[config.mk]
export PLATFORM = sky130hd
export DESIGN_NAME = tc_pl_cap_gain_seq
export DESIGN_NICKNAME = d
export VERILOG_FILES = /design/src/rtl/tc_pl_cap_gain_seq.sv
export SDC_FILE = /design/constraint.sdc
export NUM_CORES = 1
export LEC_CHECK = 0
export ABC_CLOCK_PERIOD_IN_PS = 10870
export CORE_MARGIN = 2
export CORE_UTILIZATION = 60
export DETAILED_ROUTE_END_ITERATION = 10
export PLACE_DENSITY = 0.85
export SLEW_MARGIN = 5
export SYNTH_ARGS = -nofsm -noshare
export SYNTH_HDL_FRONTEND = slang
export SYNTH_SLANG_ARGS = --single-unit
export TNS_END_PERCENT = 20
[constraint.sdc]
create_clock -name clk -period 10.87 [get_ports clk]
set_clock_uncertainty 0.2 [all_clocks]
set_input_delay 2.174 -clock clk [delete_from_list [all_inputs] [get_ports clk]]
set_output_delay 2.174 -clock clk [all_outputs]
set_load 0.01 [all_outputs]
[src/rtl/tc_pl_cap_gain_seq.sv]
// Multi-gain capture sweep sequencer.
// Walks the enabled gains lowest index first: load the gain selection, let the
// datapath settle, kick the capture engine and wait for its completion or a
// timeout. Every output is registered and decoded from the next state, so an
// output is valid in the same cycle as the state it belongs to.
module tc_pl_cap_gain_seq #(
  parameter int CAP0_1   = 3,
  parameter int SETTLE_W = 16,
  parameter int TMO_W    = 24
) (
  input  logic                clk,
  input  logic                rst,
  input  logic                start,
  input  logic                abort,
  input  logic [3:0]          gain_mask,
  input  logic [SETTLE_W-1:0] settle_cycles,
  input  logic [TMO_W-1:0]    timeout_cycles,
  input  logic                cap_done,
  output logic [CAP0_1-2:0]   gain_value,
  output logic                gain_en,
  output logic                cap_start,
  output logic                busy,
  output logic                done,
  output logic                err_timeout,
  output logic [3:0]          gain_done_mask
);

  localparam int GW = CAP0_1 - 1;   // gain index width
  localparam int NG = 1 << GW;      // number of gains

  typedef enum logic [2:0] {
    IDLE   = 3'd0,
    SELECT = 3'd1,
    SETTLE = 3'd2,
    START  = 3'd3,
    WAIT   = 3'd4,
    NEXT   = 3'd5,
    FINISH = 3'd6
  } state_t;

  state_t               state, state_nxt;
  logic [GW-1:0]        idx, idx_nxt;
  logic [SETTLE_W-1:0]  scnt, scnt_nxt;
  logic [TMO_W-1:0]     tcnt, tcnt_nxt;
  logic [NG-1:0]        lmask, lmask_nxt;
  logic [SETTLE_W-1:0]  lsettle, lsettle_nxt;
  logic [TMO_W-1:0]     ltmo, ltmo_nxt;
  logic                 err_nxt;
  logic [NG-1:0]        dmask_nxt;
  logic [GW:0]          found;

  // Lowest set bit of m at index >= from; MSB of the result flags a hit.
  function automatic logic [GW:0] find_from(input logic [NG-1:0] m, input logic [GW:0] from);
    logic [GW:0] r;
    r = {1'b0, {GW{1'b0}}};
    for (int i = NG - 1; i >= 0; i--) begin
      if ((i >= int'(from)) && m[i]) begin
        r = {1'b1, i[GW-1:0]};
      end else begin
        r = r;
      end
    end
    return r;
  endfunction

  // Next-state, counter and latched-copy logic; abort overrides everything.
  always_comb begin
    state_nxt   = state;
    idx_nxt     = idx;
    scnt_nxt    = scnt;
    tcnt_nxt    = tcnt;
    lmask_nxt   = lmask;
    lsettle_nxt = lsettle;
    ltmo_nxt    = ltmo;
    err_nxt     = err_timeout;
    dmask_nxt   = gain_done_mask;
    found       = {(GW+1){1'b0}};
    if (abort) begin
      state_nxt = IDLE;
    end else begin
      case (state)
        IDLE: begin
          if (start) begin
            lmask_nxt   = gain_mask;
            lsettle_nxt = settle_cycles;
            ltmo_nxt    = timeout_cycles;
            err_nxt     = 1'b0;
            dmask_nxt   = {NG{1'b0}};
            if (gain_mask == {NG{1'b0}}) begin
              state_nxt = FINISH;
            end else begin
              found     = find_from(gain_mask, {(GW+1){1'b0}});
              idx_nxt   = found[GW-1:0];
              state_nxt = SELECT;
            end
          end else begin
            state_nxt = IDLE;
          end
        end
        SELECT: begin
          scnt_nxt  = lsettle;
          state_nxt = SETTLE;
        end
        SETTLE: begin
          if (scnt == {SETTLE_W{1'b0}}) begin
            state_nxt = START;
          end else begin
            scnt_nxt = scnt - SETTLE_W'(1);
          end
        end
        START: begin
          tcnt_nxt  = ltmo;
          state_nxt = WAIT;
        end
        WAIT: begin
          // completion beats a coincident timeout expiry
          if (cap_done) begin
            dmask_nxt[idx] = 1'b1;
            state_nxt      = NEXT;
          end else if ((ltmo != {TMO_W{1'b0}}) && (tcnt <= TMO_W'(1))) begin
            err_nxt   = 1'b1;
            state_nxt = FINISH;
          end else if (tcnt != {TMO_W{1'b0}}) begin
            tcnt_nxt = tcnt - TMO_W'(1);
          end else begin
            tcnt_nxt = tcnt;
          end
        end
        NEXT: begin
          found = find_from(lmask, {1'b0, idx} + (GW+1)'(1));
          if (found[GW]) begin
            idx_nxt   = found[GW-1:0];
            state_nxt = SELECT;
          end else begin
            state_nxt = FINISH;
          end
        end
        FINISH: begin
          state_nxt = IDLE;
        end
        default: begin
          state_nxt = IDLE;
        end
      endcase
    end
  end

  // State, counters, latched copies and registered outputs.
  always_ff @(posedge clk or posedge rst) begin
    if (rst) begin
      state          <= IDLE;
      idx            <= {GW{1'b0}};
      scnt           <= {SETTLE_W{1'b0}};
      tcnt           <= {TMO_W{1'b0}};
      lmask          <= {NG{1'b0}};
      lsettle        <= {SETTLE_W{1'b0}};
      ltmo           <= {TMO_W{1'b0}};
      gain_value     <= {GW{1'b0}};
      gain_en        <= 1'b0;
      cap_start      <= 1'b0;
      busy           <= 1'b0;
      done           <= 1'b0;
      err_timeout    <= 1'b0;
      gain_done_mask <= {NG{1'b0}};
    end else begin
      state          <= state_nxt;
      idx            <= idx_nxt;
      scnt           <= scnt_nxt;
      tcnt           <= tcnt_nxt;
      lmask          <= lmask_nxt;
      lsettle        <= lsettle_nxt;
      ltmo           <= ltmo_nxt;
      gain_value     <= (state_nxt == SELECT) ? idx_nxt : gain_value;
      gain_en        <= (state_nxt == SELECT);
      cap_start      <= (state_nxt == START);
      busy           <= (state_nxt != IDLE);
      done           <= (state_nxt == FINISH);
      err_timeout    <= err_nxt;
      gain_done_mask <= dmask_nxt;
    end
  end

endmodule

======== After elaboration in Yosys (flattened, before gate mapping) ========
Index checks and enable logic that the tools add are counted.
word-level totals
  register bits after elaboration ......... 100
  bits of input ports ..................... 49
  output and inout port bits .............. 11
  word-level logic and storage cells ...... 99
operators by class
  add/subtract/negate cells ............... 3
  $lt $le $gt $ge ......................... 7
  equality and inequality tests ........... 15
  muxes and demuxes ....................... 38
  bitwise operators ....................... 2
  reductions and logical operators ........ 20
operator list
  kind                   number
  $mux 24                3
  $pmux 24 s2            1
  $reduce_bool 24->1     2
  $mux 3                 13
  $pmux 16 s2            1
  $le 24x1->1 const B    1
  $sub 24x1->24 const B  1
  $pmux 3 s6             1
  $logic_not 16->1       1
  $mux 16                1
  $mux 2                 8
  $sub 16x1->16 const B  1
  $ne 2x2->1 const B     7
  $reduce_and 5->1       2
  $eq 3x2->1 const B     3
  $eq 3x3->1 const B     3
  $mux 4                 2
  $pmux 4 s2             1
  $eq 3x1->1 const B     2
  $ge 1x3->1 const A     2
  $ge 2x3->1 const A     2
  $logic_and 1x1->1      6
  $reduce_and 3->1       2
  $reduce_bool 2->1      3
  other kinds (13)       16

======== Logic depth before layout (Yosys ltp) ========
Gate-level depths: netlist of the first run.
  depth in word-level cells ............... 13
  mapped depth ............................ 9
  depth with buffers taken out ............ 8

======== Least setup slack after synthesis of the first run ========
OpenSTA, ideal clock, no wires.
  path kind ............................... input to register
  from .................................... in start
  to ...................................... reg gain_value[0]
  library setup time ...................... 0.125 ns
  arrival ................................. 3.526 ns
  data required time ...................... 10.545 ns
  path slack .............................. 7.020 ns
  stages .................................. 7
  cell sequence ........................... clkbuf_1 nand2b_1 o21a_1 a2111o_1 o31ai_1 nand2_1 mux2_2
between the ends
  word-level cells in the longest chain between the ends .. 4
  elaborated cells between the ends (all ways) .. 7
  those cells by class .................... eq/ne: 1; mux: 6
ends and longest elaborated chain
  what                  RTL line  text
  start, declared       13        input logic start,
  $mux 3                83        if (start) begin
  $pmux 3 s6            81        case (state)
  $mux 3                78        if (abort) begin
  net state_nxt[0]      41        state_t state, state_nxt;
  $eq 3x1->1            173       gain_value <= (state_nxt == SELECT) ? idx_nxt : gain_value;
  end signal, assigned  158       gain_value <= {GW{1'b0}};
  end signal, assigned  173
  end, declared         19        output logic [CAP0_1-2:0] gain_value,
The timed path passes the listed nets, and every way through them passes these cells.
A chain may end at the register's enable or synchronous reset.

======== Worst setup path after layout of the first run ========
  from .................................... in gain_mask[3]
  to ...................................... reg gain_value[0]
between the ends
  elaborated cells between the ends (all ways) .. 14
  those cells by class .................... eq/ne: 1; mux: 12; reduce/logical: 1
RTL lines
  what              RTL line  text
  start, declared   15        input logic [3:0] gain_mask,
  $logic_not 4->1   89        if (gain_mask == {NG{1'b0}}) begin
  $mux 3            89
  $mux 3            83
  $pmux 3 s6        81
  $mux 3            78
  net state_nxt[0]  41
  $eq 3x1->1        173
The timed path passes the listed nets, and every way through them passes these cells.

==> impl_metrics.py, run 1 <==
metrics = {
    "run_status": {
        "run_status": "completed",
    },
    "global_routing": {
        "gr-usage-met1_pct": 39.0,
        "grtUsageMet3_pct": 4.91,
        "gr-usage-all-layers_pct": 27.3,
        "gr-usage-met2_pct": 42.3,
        "maximum_number_of_pins_on_one_net_before_global_route_repair": 67,
        "first_global_vias": 4588,
        "grt_pass1_wl_microns": 21300,
        "gr-max-usage-layer": "met2",
        "total_grt_overflow": 0,
        "number_of_antenna_violations_at_the_first_check_in_global_routing": 0,
    },
    "synth": {
        "synth_edf_count": 0,
        "syn_area_sq_mm": 0.00517,
        "synth_flop_cell": "dfrtp_1",
        "synth.ff_latch_count": 99,
        "netlist_top_cells_area": "dfrtp_1 (48%), nand2_1 (12%), a21oi_1 (5.2%)",
        "yosysSeqAreaShare_pct": 48.0,
        "syn-instance-count": 630,
        "synth.top_cell.area_share_pct": 48.0,
        "average_size_of_a_mapped_cell_sq_um": 8.20,
        "yosys_warnings": 0,
        "netlist-cell-type-count": 56,
        "synthesis.nets": 682,
        "postSynth.asyncResetShare_pct": 100,
        "synth_largest_area_cell": "dfrtp_1",
    },
    "clock_tree": {
        "cts_buffers": 9,
        "cts_tree": "done",
        "numClockSinks": 99,
        "cts_resized": 0,
        "hold_buffers": 0,
        "root_buffer": "clkbuf_8",
        "ctsHtreeMaxLevel": 3,
        "clk_transition_reported_paths_ns": 0.10,
        "cts_buffer_depth": 2,
        "cts_post_setup_buffers_inserted": 0,
        "clk-insertion-delay-late_ns": 0.36,
    },
    "floorplan": {
        "core_sq_mm": 0.00830,
        "initial_utilization_pct": 62.2,
        "die_width_microns": 96.8,
        "floorplan_die_area_sq_mm": 0.00937,
        "placement_rows": 33,
        "top_level_ports": 60,
        "fp.dieH_microns": 96.8,
    },
    "worst_setup_path": {
        "worstSetupStartpointType": "input port",
        "reg2reg_setup_slack_ns": 7.52,
        "worstSetupPathType": "input port to flip-flop",
        "timing.critical_path.arrival_ns": 4.24,
        "worstPathMaxFanout": 5,
        "worstSetupEndpointType": "flip-flop",
        "worst-endpoint-required_ns": 10.92,
    },
    "power_and_ir_drop": {
        "p_seq_share_pct": 44.8,
        "swShare_pct": 43.9,
        "power-per-cell-area_mw_per_mm2": 265,
        "internal_power_uw": 885,
        "comb_power_share_pct": 41.5,
        "power.net_switching_uw": 691,
        "power.share.clock_pct": 13.8,
        "p_leak_uw": 0.00260,
        "max-vdd-ir-drop_uv": 137,
    },
    "detailed_routing": {
        "first_iter_violations": 362,
        "dr.pass1.iters": 5,
        "route.antenna.remaining_nets": 0,
        "drt-wirelength-per-cell_microns": 16.0,
        "drc_violation_count_after_routing": 0,
        "drt-vias-per-instance": 6.22,
        "totalWireLength_microns": 12400,
        "num_vias": 4829,
    },
    "sta": {
        "finalCritPeriodShare_pct": 38.5,
        "finalSetupViolations": 0,
        "tns_ns": 0,
        "worst_slew_margin_rel_pct": 46.0,
        "timing_max_transition_violations_final": 0,
        "slew_worst_pin_ns": 0.802,
        "min_period_ns": 4.19,
        "timing.hold.ws_ns": 0.277,
        "grt_setup_unrepaired": "no",
        "final-hold-violation-count": 0,
        "fmax_mhz": 239,
    },
    "layout": {
        "antenna_cells_inserted": 0,
        "layout_common_cells": "nand2_1 (161), dfrtp_1 (99), clkdlybuf4s50_1 (59)",
        "final_common_cell": "nand2_1",
        "finish.net_count": 718,
        "final_cell_area_sq_mm": 0.00595,
        "areaGrowthSynthToFinish_pct": 15.1,
        "postLayoutCoreUtil_pct": 71.7,
        "post_route_cells_drive_above_1_share_pct": 5.66,
    },
    "placement": {
        "hpwl_microns": 8530,
        "placement.io_buffers": 59,
        "placement.cell_area_sq_mm": 0.00577,
        "place_congestion": 0.952,
    },
    "run": {
        "max_cap_violations": 0,
    },
    "hold_path": {
        "timing.hold.worst.class": "flip-flop to flip-flop",
    },
}
Yosys cell counts, types with 3 or more instances:
library cell	n
a211oi_1	3
a21o_1	4
a21oi_1	54
a22oi_1	4
a2bb2oi_1	3
a31oi_1	12
and2_1	3
and3_1	4
clkbuf_1	36
dfrtp_1	99
ha_1	3
inv_1	11
nand2_1	161
nand2b_1	3
nand3_1	18
nand4_1	4
nor2_1	47
nor2b_1	4
nor3_1	20
nor4_1	16
o211ai_1	6
o21ai_0	50
o22ai_1	7
o2bb2ai_1	4
o31ai_1	4
or2_2	3
or3_1	9
power groups by stage:
stage | Combinational (uW) | Clock (uW) | Sequential, uW
global placement | 615 | 0 | 698
finish | 654 | 217 | 706
detailed placement | 647 | 0 | 705
floorplan | 510 | 0 | 649
global route | 741 | 239 | 728
CTS | 649 | 223 | 699
worst paths after layout:
| check | from | to | cells past startpoint |
|---|---|---|---|
| min | lsettle[4] | lsettle[4] | 2 |
| min reg2reg | lsettle[4] | lsettle[4] | 2 |
| max in group asynchronous | rst | busy | 3 |
| max reg2reg | tcnt[8] | tcnt[0] | 6 |
| max | gain_mask[3] | gain_value[0] | 7 |
| min in group asynchronous | rst | ltmo[10] | 2 |
cells by family after synthesis:
group           share of synthesized area [%]
simple gates                             26.6
compound gates                           20.2
flops                                    48.0
buf+inv                                  4.04
fa+ha+maj                               0.727
mux                                     0.436
flip-flops by register name, summed over array words and instances (netlist names):
name / count
idx: 2
tcnt: 24
state: 3
gain_value: 2
err_timeout: 1
lmask: 3
gain_en: 1
done: 1
gain_done_mask: 4
cap_start: 1
busy: 1
ltmo: 24
lsettle: 16
scnt: 16
layer usage:
metal	routed length [microns]	share of wire, %
met3	901	7.3
met5	0	0
met1	5580	45
met4	184	1.5
met2	5710	46
final cells by class:
| class | count | area [sq um] |
|---|---|---|
| Multi-Input combinational cell | 480 | 2480 |
| Sequential cell | 99 | 2480 |
| Fill cell | 656 | 2350 |
| Timing Repair Buffer | 65 | 636 |
| Tap cell | 105 | 131 |
| Clock buffer | 10 | 128 |
| Clock inverter | 6 | 48.8 |
| Inverter | 11 | 42.5 |
worst max-delay path, stage by stage:
cell             delay, ns
clkdlybuf4s50_1       0.43
nor4_1                0.72
o21a_1                0.19
a2111o_1              0.12
o31ai_1               0.11
nand2_1               0.15
mux2_2                0.34
per-stage QoR:
stage                     power [uW]  setup WS (ns)  std cells
after floorplan                 1160           5.91        630
after global placement          1310           6.47        760
after detailed placement        1350           6.33        760
after CTS                       1570           6.73        776
after global routing            1710           6.62        776
final                           1580           6.68        776
Note: power is estimated with default switching activity, not from simulation.
==> run 2, diff against run 1 <==
--- a/config.mk
+++ b/config.mk
@@ -5,11 +5,11 @@
 export SDC_FILE = /design/constraint.sdc
 export NUM_CORES = 1
 export LEC_CHECK = 0
-export ABC_CLOCK_PERIOD_IN_PS = 10870
+export ABC_CLOCK_PERIOD_IN_PS = 3500
 export CORE_MARGIN = 2
-export CORE_UTILIZATION = 60
+export CORE_UTILIZATION = 51
 export DETAILED_ROUTE_END_ITERATION = 10
-export PLACE_DENSITY = 0.85
+export PLACE_DENSITY = 0.77
 export SLEW_MARGIN = 5
 export SYNTH_ARGS = -nofsm -noshare
 export SYNTH_HDL_FRONTEND = slang
==> constraint.sdc (replaced) <==
create_clock -name clk -period 3.5 [get_ports clk]
set_clock_uncertainty 0.2 [all_clocks]
set_input_delay 0.7 -clock clk [delete_from_list [all_inputs] [get_ports clk]]
set_output_delay 0.7 -clock clk [all_outputs]
set_load 0.01 [all_outputs]
==> run 2 against run 1 <==
  * Critical path depth fell by 1
  * First-iteration DRC count shrank 13%
  * Final cell count up 4.3%
  * Routed wire length increased by 5.7%
  * Clock-buffer cell count increased by 2
  * Highest routed layer unchanged
==> impl_metrics.py, run 2 (synthesis gave the netlist of run 1 again) <==
metrics = {
    "run_status": {
        "run_status": "completed",
    },
    "hold_path": {
        "timing.hold.worst.class": "flip-flop to flip-flop",
        "hold_path_startpoint": "lsettle[13]",
        "hold_depth": 2,
    },
    "clock_tree": {
        "root_buffer": "clkbuf_8",
        "cts_buffers": 9,
        "hold_buffers": 0,
        "clk-insertion-delay-late_ns": 0.38,
        "cts_tree": "done",
        "clk_transition_reported_paths_ns": 0.10,
        "cts_post_setup_buffers_inserted": 0,
        "cts_resized": 0,
        "numClockSinks": 99,
        "ctsHtreeMaxLevel": 3,
        "cts_buffer_depth": 2,
    },
    "sta": {
        "least_setup_slack_across_all_paths_after_layout_ns": 0.473,
        "slew_worst_pin_ns": 0.780,
        "final-hold-violation-count": 0,
        "fmax_mhz": 330,
        "min_period_ns": 3.03,
        "finalSetupViolations": 0,
        "grt_setup_unrepaired": "no",
        "timing.hold.ws_ns": 0.286,
        "finalCritPeriodShare_pct": 86.5,
        "timing_max_transition_violations_final": 0,
        "worst_slew_margin_rel_pct": 47.5,
        "tns_ns": 0,
    },
    "worst_setup_path": {
        "worstSetupPathType": "flip-flop to flip-flop",
        "timing.critical_path.to": "tcnt[4]",
        "worstPathMaxFanout": 13,
        "worstSetupStartpointType": "flip-flop",
        "timing.critical_path.arrival_ns": 3.07,
        "worst_setup_path_startpoint": "tcnt[12]",
        "worstReg2RegEnd": "tcnt[4]",
        "worstSetupEndpointType": "flip-flop",
        "rr_worst_depth": 6,
        "worstReg2RegStart": "tcnt[12]",
        "reg2reg_setup_slack_ns": 0.47,
        "worst-endpoint-required_ns": 3.54,
    },
    "detailed_routing": {
        "first_iter_violations": 314,
        "route.antenna.remaining_nets": 0,
        "drt-vias-per-instance": 5.90,
        "drc_violation_count_after_routing": 0,
        "dr.pass1.iters": 5,
        "drt-wirelength-per-cell_microns": 16.2,
        "num_vias": 4776,
        "totalWireLength_microns": 13100,
    },
    "layout": {
        "finish.net_count": 723,
        "antenna_cells_inserted": 0,
        "layout_common_cells": "nand2_1 (161), dfrtp_1 (99), clkdlybuf4s50_1 (59)",
        "post_route_cells_drive_above_1_share_pct": 6.07,
        "largest_registers": "ltmo (24), tcnt (24)",
        "final_common_cell": "nand2_1",
        "layout.cells.non_filler": 809,
        "postLayoutCoreUtil_pct": 61.7,
        "areaGrowthSynthToFinish_pct": 17.2,
    },
    "power_and_ir_drop": {
        "max-vdd-ir-drop_uv": 421,
        "p_leak_uw": 0.00264,
        "power-per-cell-area_mw_per_mm2": 834,
    },
    "global_routing": {
        "number_of_antenna_violations_at_the_first_check_in_global_routing": 0,
        "first_global_vias": 4676,
        "maximum_number_of_pins_on_one_net_before_global_route_repair": 48,
        "gr-usage-all-layers_pct": 25.1,
        "total_grt_overflow": 0,
        "grt_pass1_wl_microns": 22300,
    },
    "floorplan": {
        "placement_rows": 36,
        "initial_utilization_pct": 52.6,
        "fp.dieH_microns": 105,
        "core_sq_mm": 0.00982,
        "top_level_ports": 60,
        "floorplan_die_area_sq_mm": 0.0110,
        "die_width_microns": 105,
    },
    "placement": {
        "dpl.cell_count": 793,
        "dp_slack_ns": 0.458,
        "hpwl_microns": 8910,
        "place_congestion": 0.914,
        "placement.io_buffers": 59,
    },
    "run": {
        "max_cap_violations": 0,
    },
}
==> run 2: critical path: stages, from the launching register on <==
cell	delay, ns
dfrtp_1	0.45
or3_1	0.51
or4_4	0.58
nor4_4	0.32
o211ai_2	0.21
nand2_1	0.43
o21ai_0	0.17
==> run 2: how the worst min path moves through the flow <==
stage / to
2_1_floorplan: lsettle[10]
3_3_place_gp: lsettle[7]
3_5_place_dp: lsettle[13]
4_1_cts: lsettle[13]
5_1_grt: lsettle[6]
6_report: lsettle[13]
==> run 2: metrics by stage <==
step / cell area, sq um / power (uW)
6_report: 6060 / 5050
5_1_grt: 6060 / 5470
4_1_cts: 6060 / 5040
3_5_place_dp: 5850 / 4230
3_3_place_gp: 5850 / 4120
2_1_floorplan: 5170 / 3600
==> run 2: layout make-up <==
| type | count | area [sq um] |
|---|---|---|
| Sequential cell | 99 | 2480 |
| Fill cell | 924 | 3760 |
| Tap cell | 133 | 166 |
| Inverter | 11 | 43.8 |
| Clock buffer | 12 | 135 |
| Timing Repair Buffer | 70 | 673 |
| Clock inverter | 4 | 75.1 |
| Multi-Input combinational cell | 480 | 2480 |
==> run 2: power breakdown <==
| part | internal [uW] | leakage, uW | switching (uW) |
|---|---|---|---|
| Combinational | 843 | 0.00130 | 1220 |
| Sequential | 1650 | 0.00124 | 547 |
| Clock | 404 | 0.0000968 | 390 |
| Total | 2900 | 0.00264 | 2150 |
==> run 2: layer usage <==
metal  wire [microns]  global-route usage, %
met1             5750                   33.6
met3              889                   6.18
met4              278                   8.38
met2             6170                   40.1
met5                0                      0
